### src/rtl/regfile_multiport_pkg.sv
// rtl/regfile_multiport_pkg.sv - shared defaults for the multiport register file
package regfile_multiport_pkg;
   localparam int XLEN_DEFAULT  = 32;
   localparam int NREGS_DEFAULT = 32;
   localparam int AW            = $clog2(NREGS_DEFAULT);
endpackage

### src/rtl/regfile_read_port.sv
// rtl/regfile_read_port.sv - one combinational read port with write bypass and zero-register mux
module regfile_read_port #(
   parameter int XLEN     = 32,
   parameter int AW       = 5,
   parameter int NWRITE   = 2,
   parameter int ZERO_REG = 1
) (
   input  logic [AW-1:0]          rd_addr,
   input  logic [XLEN-1:0]        arr_data,
   input  logic                   arr_busy,
   input  logic [NWRITE-1:0]      wr_en,
   input  logic [NWRITE*AW-1:0]   wr_addr,
   input  logic [NWRITE*XLEN-1:0] wr_data,
   output logic [XLEN-1:0]        rd_data,
   output logic                   rd_busy
);
   always_comb begin
      rd_data = arr_data;
      rd_busy = arr_busy;
      // ascending scan so the highest matching write port is the one that sticks
      for (int j = 0; j < NWRITE; j++) begin
         if (wr_en[j] && (wr_addr[j*AW +: AW] == rd_addr)) begin
            rd_data = wr_data[j*XLEN +: XLEN];
            rd_busy = 1'b0;
         end
      end
      if ((ZERO_REG != 0) && (rd_addr == '0)) begin
         rd_data = '0;
         rd_busy = 1'b0;
      end
   end
endmodule

### src/rtl/regfile_multiport.sv
// rtl/regfile_multiport.sv - NREAD/NWRITE register file with bypass and busy-bit scoreboard
module regfile_multiport
   import regfile_multiport_pkg::*;
#(
   parameter int XLEN     = XLEN_DEFAULT,
   parameter int NREGS    = NREGS_DEFAULT,
   parameter int NREAD    = 2,
   parameter int NWRITE   = 2,
   parameter int ZERO_REG = 1
) (
   input  logic                              clk,
   input  logic                              reset,
   input  logic [NREAD*$clog2(NREGS)-1:0]    rd_addr,
   output logic [NREAD*XLEN-1:0]             rd_data,
   output logic [NREAD-1:0]                  rd_busy,
   input  logic [NWRITE-1:0]                 wr_en,
   input  logic [NWRITE*$clog2(NREGS)-1:0]   wr_addr,
   input  logic [NWRITE*XLEN-1:0]            wr_data,
   input  logic                              iss_valid,
   input  logic [$clog2(NREGS)-1:0]          iss_rd,
   output logic [NREGS-1:0]                  busy_vec
);
   localparam int ADDR_W = $clog2(NREGS);

   logic [XLEN-1:0]  regs [NREGS];
   logic [NREGS-1:0] busy;
   logic [NREGS-1:0] busy_next;

   assign busy_vec = busy;

   always_ff @(posedge clk or posedge reset) begin
      if (reset) begin
         for (int r = 0; r < NREGS; r++) regs[r] <= '0;
      end else begin
         // later ports overwrite earlier ones on an address collision
         for (int j = 0; j < NWRITE; j++) begin
            if (wr_en[j] && !((ZERO_REG != 0) && (wr_addr[j*ADDR_W +: ADDR_W] == '0)))
               regs[wr_addr[j*ADDR_W +: ADDR_W]] <= wr_data[j*XLEN +: XLEN];
         end
      end
   end

   always_comb begin
      busy_next = busy;
      for (int j = 0; j < NWRITE; j++) begin
         if (wr_en[j]) busy_next[wr_addr[j*ADDR_W +: ADDR_W]] = 1'b0;
      end
      // a new producer supersedes the one retiring this cycle
      if (iss_valid) busy_next[iss_rd] = 1'b1;
      if (ZERO_REG != 0) busy_next[0] = 1'b0;
   end

   always_ff @(posedge clk or posedge reset) begin
      if (reset) busy <= '0;
      else       busy <= busy_next;
   end

   for (genvar i = 0; i < NREAD; i++) begin : g_rd
      logic [ADDR_W-1:0] addr;
      assign addr = rd_addr[i*ADDR_W +: ADDR_W];

      regfile_read_port #(
         .XLEN     (XLEN),
         .AW       (ADDR_W),
         .NWRITE   (NWRITE),
         .ZERO_REG (ZERO_REG)
      ) u_port (
         .rd_addr  (addr),
         .arr_data (regs[addr]),
         .arr_busy (busy[addr]),
         .wr_en    (wr_en),
         .wr_addr  (wr_addr),
         .wr_data  (wr_data),
         .rd_data  (rd_data[i*XLEN +: XLEN]),
         .rd_busy  (rd_busy[i])
      );
   end
endmodule

### config.mk
export PLATFORM = sky130hd
export DESIGN_NAME = regfile_multiport
export DESIGN_NICKNAME = d
export VERILOG_FILES = /design/src/rtl/regfile_multiport_pkg.sv /design/src/rtl/regfile_read_port.sv /design/src/rtl/regfile_multiport.sv
export SDC_FILE = /design/constraint.sdc
export NUM_CORES = 2
export LEC_CHECK = 0
export ABC_CLOCK_PERIOD_IN_PS = 88900
export CORE_MARGIN = 1.5
export CORE_UTILIZATION = 30
export DETAILED_ROUTE_END_ITERATION = 6
export GPL_TIMING_DRIVEN = 0
export PLACE_DENSITY_LB_ADDON = 0.12
export REMOVE_ABC_BUFFERS = 1
export SLEW_MARGIN = 20
export SYNTH_ARGS = -nofsm -noshare
export SYNTH_HDL_FRONTEND = slang
export SYNTH_SLANG_ARGS = --single-unit
### constraint.sdc
create_clock -name clk -period 88.9 [get_ports clk]
set_input_delay 26.67 -clock clk [delete_from_list [all_inputs] [get_ports clk]]
set_output_delay 26.67 -clock clk [all_outputs]
set_load 0.005 [all_outputs]
==> summary.txt <==
CP Capture Type -> output pin
# nets final -> 6,184
Layout area overhead -> 18.86%
mux share of post-synthesis cell area -> 28.45%
vias in the first global route -> 54,100
antenna violations before repair -> 13
Total Routing Usage GR -> 30.43%
switching fraction of total power -> 31.34%
yosys warns -> 0
Worst Path Max Fanout -> 17
worst slack, placed -> 31.04 ns
Logic pwr share -> 24.9%
clk slew on worst S/H paths -> 0.05 ns
setup ws final -> 30.92 ns
DRC viols -> 2
RSZ-0062 raised after global routing -> no
critical path class -> in2out
Power Density -> 21.64 nW/um2
Syn Area/Cell -> 10.29 um2
CP required -> 62.23 ns
Buf+Inv Stages, Crit Path -> 6
CTS Hold Bufs -> 0
HPWL after DPL -> 218,600 um
post-route ant nets -> 0
area of the multi-input gates -> 36,290 um2
via count -> 57,040
Clock Power Share -> 33.8%
CP max stage delay -> 0.90 ns
adder-cell share of the synthesized area -> 0%
GPL Wtd Cong -> 0.7788
WL/cell -> 38.27 um
DRT Pass-1 Iters -> 7
Peak supply drop -> 12.72 uV
skew final -> 0 ns
1st-iter DRT viols -> 8,105
Final Max Tran Viols -> 0
Fin. Hold Viols -> 0
Remaining Overflow, GRT -> 0
slowest stage cell, crit path -> o31ai_1
achievable frequency -> 0.01725 GHz
synthesized cell area -> 65,610 um2
Critical R2R Launch -> regs[932]
Ports -> 192
clock tree sinks -> 1,055
port bufs -> 190
max_slew headroom -> 18.99%
CTS tree -> yes
core area -> 217,200 um2
number of synthesized flops with an enable pin -> 0
share of cells above drive strength 1 -> 17.35%
largest net degree at the start of global routing -> 93
routed wire length -> 346,100 um
Setup TNS -> 0 ns
Slew @ Worst Pin -> 1.212 ns
later-pin clock latency in the skew report -> 0.80 ns
Worst setup SP type -> input pin
violated checks -> DRC
Mapped Cells -> 6,377
TritonCTS buffer count -> 138
FF+latch area -> 26,400 um2
Setup Buffers After CTS -> 0
async set or reset register ratio after synthesis -> 100.0%
Post-Synth XOR/XNOR Area -> 0.2670%
Worst Hold Path Cells -> 0
Arr. time, crit path -> 31.31 ns
Max-cap violations -> 0
Final min period -> 57.98 ns
run status -> finished with violations
sequential fraction of design power -> 41.4%
static leakage -> 34.67 nW
routed vias/inst -> 6.308
Initial Util -> 30.21%
Seq/Total Area, Yosys -> 40.24%
crit share post-route -> 65.22%
clock root buffer -> clkbuf_16
die area -> 221,500 um2
Post-synth top flop -> dfrtp_1
Reg2Reg Depth -> 2
Switch Pwr -> 0.5290 mW
die width -> 470.7 um
Clock H-tree levels -> 4
Yosys reg bits -> 1,055
worst min path class -> reg2reg
largest family of logic cells by synthesized area -> multiplexers
compound-cell area share of the yosys netlist -> 17.52%
Int Power -> 1.159 mW
Post-Synth Simple-Gate Area -> 7.923%
Worst Hold Launch -> regs[1018]
clock buffer depth -> 3
start point of the critical path -> rd_addr[4]
CP Depth -> 11
post-cts sizing count -> 0
Final setup viols -> 0
worst-path cell chain -> buf_2, buf_12, nor2_4, buf_16, buf_16, and3b_1, o21ba_4, nand2b_4, buf_12, o31ai_1, clkdlybuf4s50_1
die span in y -> 470.7 um
fill cell count -> 21,000
crit-path leading delay family -> buffers and inverters
count of cell types in the netlist -> 57
first-pass GRT wire length -> 470,500 um
Rows -> 171
power by group through the flow:
stage               Combinational, mW  Sequential (mW)  Clock, mW
finish                          0.420            0.698      0.570
CTS                             0.418            0.693      0.577
floorplan                       0.275            0.673          0
global placement                0.452            0.699          0
detailed placement              0.417            0.701          0
global route                    0.453            0.712      0.595
stage by stage:
stage	total power, mW	hold WS [ns]	cells	utilization, %	instance area, um2
3_3_place_gp	1.151	0.3763	8559	31.06	67460
3_5_place_dp	1.118	0.3833	8804	33.87	73550
5_1_grt	1.760	0.4091	9042	35.91	77980
4_1_cts	1.688	0.3954	9039	35.91	77970
6_report	1.688	0.3892	9043	35.91	77980
2_1_floorplan	0.9484	0.3653	5515	-	61990
final timing paths:
kind,end,slack [ns]
worst max-delay path,rd_data[5],30.92
max in group asynchronous,regs[959],60.19
worst max register to register,regs[932],88.01
min in group asynchronous,regs[434],26.32
worst min register to register,regs[1018],0.39
worst min-delay path,regs[1018],0.39
routing by layer:
layer / part of all wire (%) / vias to the layer above / routed length (um) / global-route usage [%]
met4: 4.9 / 10 / 16970 / 13.47
met3: 10 / 745 / 34770 / 7.306
met5: 0.020 / - / 68 / 0
met1: 43 / 29450 / 147700 / 42.97
li1: - / 23200 / - / -
met2: 42 / 3636 / 146600 / 43.86
layout make-up:
type                    instances  area share, %
clock buffers                 210          5.338
diodes                          4        0.01284
clock inverters                25         0.3305
flip-flops and latches       1055          33.85
inverters                      13        0.07541
multi-input cells            4447          46.53
well taps                    2854          4.579
repair buffers                435          9.277
flip-flops by register name (all words and copies together) (netlist names):
| signal | count |
|---|---|
| regs | 1024 |
| busy_vec | 31 |
Yosys cell counts (all sizes together) (78+ instances only):
cell type | n | area share, %
dfrtp | 1055 | 40
mux2i | 905 | 14
nand2 | 676 | 3.9
o21ai | 632 | 4.8
clkbuf | 594 | 3.4
nor2 | 478 | 2.8
mux4 | 406 | 14
a21oi | 354 | 2.7
a22oi | 329 | 3.8
buf | 268 | 2.1
o221ai | 93 | 1.2
a211oi | 78 | 0.89
placed cells by master (no fill, tap or decap), types with 19 or more instances in the layout:
master,n
a211oi_1,78
a21o_1,23
a21oi_1,354
a221o_1,32
a221oi_1,60
a22o_1,62
a22oi_1,329
a32o_1,31
a32oi_1,42
and3_1,20
buf_12,92
buf_16,122
buf_2,45
clkbuf_1,36
clkbuf_16,145
clkbuf_8,29
clkdlybuf4s50_1,135
dfrtp_1,1055
mux2_2,41
mux2i_1,905
mux4_2,406
nand2_1,633
nand2_4,42
nor2_1,426
nor2_4,51
nor4_1,34
o21ai_0,613
o21ai_1,19
o221ai_1,93
o22ai_1,31
kinds of logic after synthesis:
logic type,after synthesis
xor+xnor,20
other cells,1
simple gates,1278
compound gates,1796
mux,1352
buf+inv,875
flops,1055
Power figures use the tool's default switching activity.
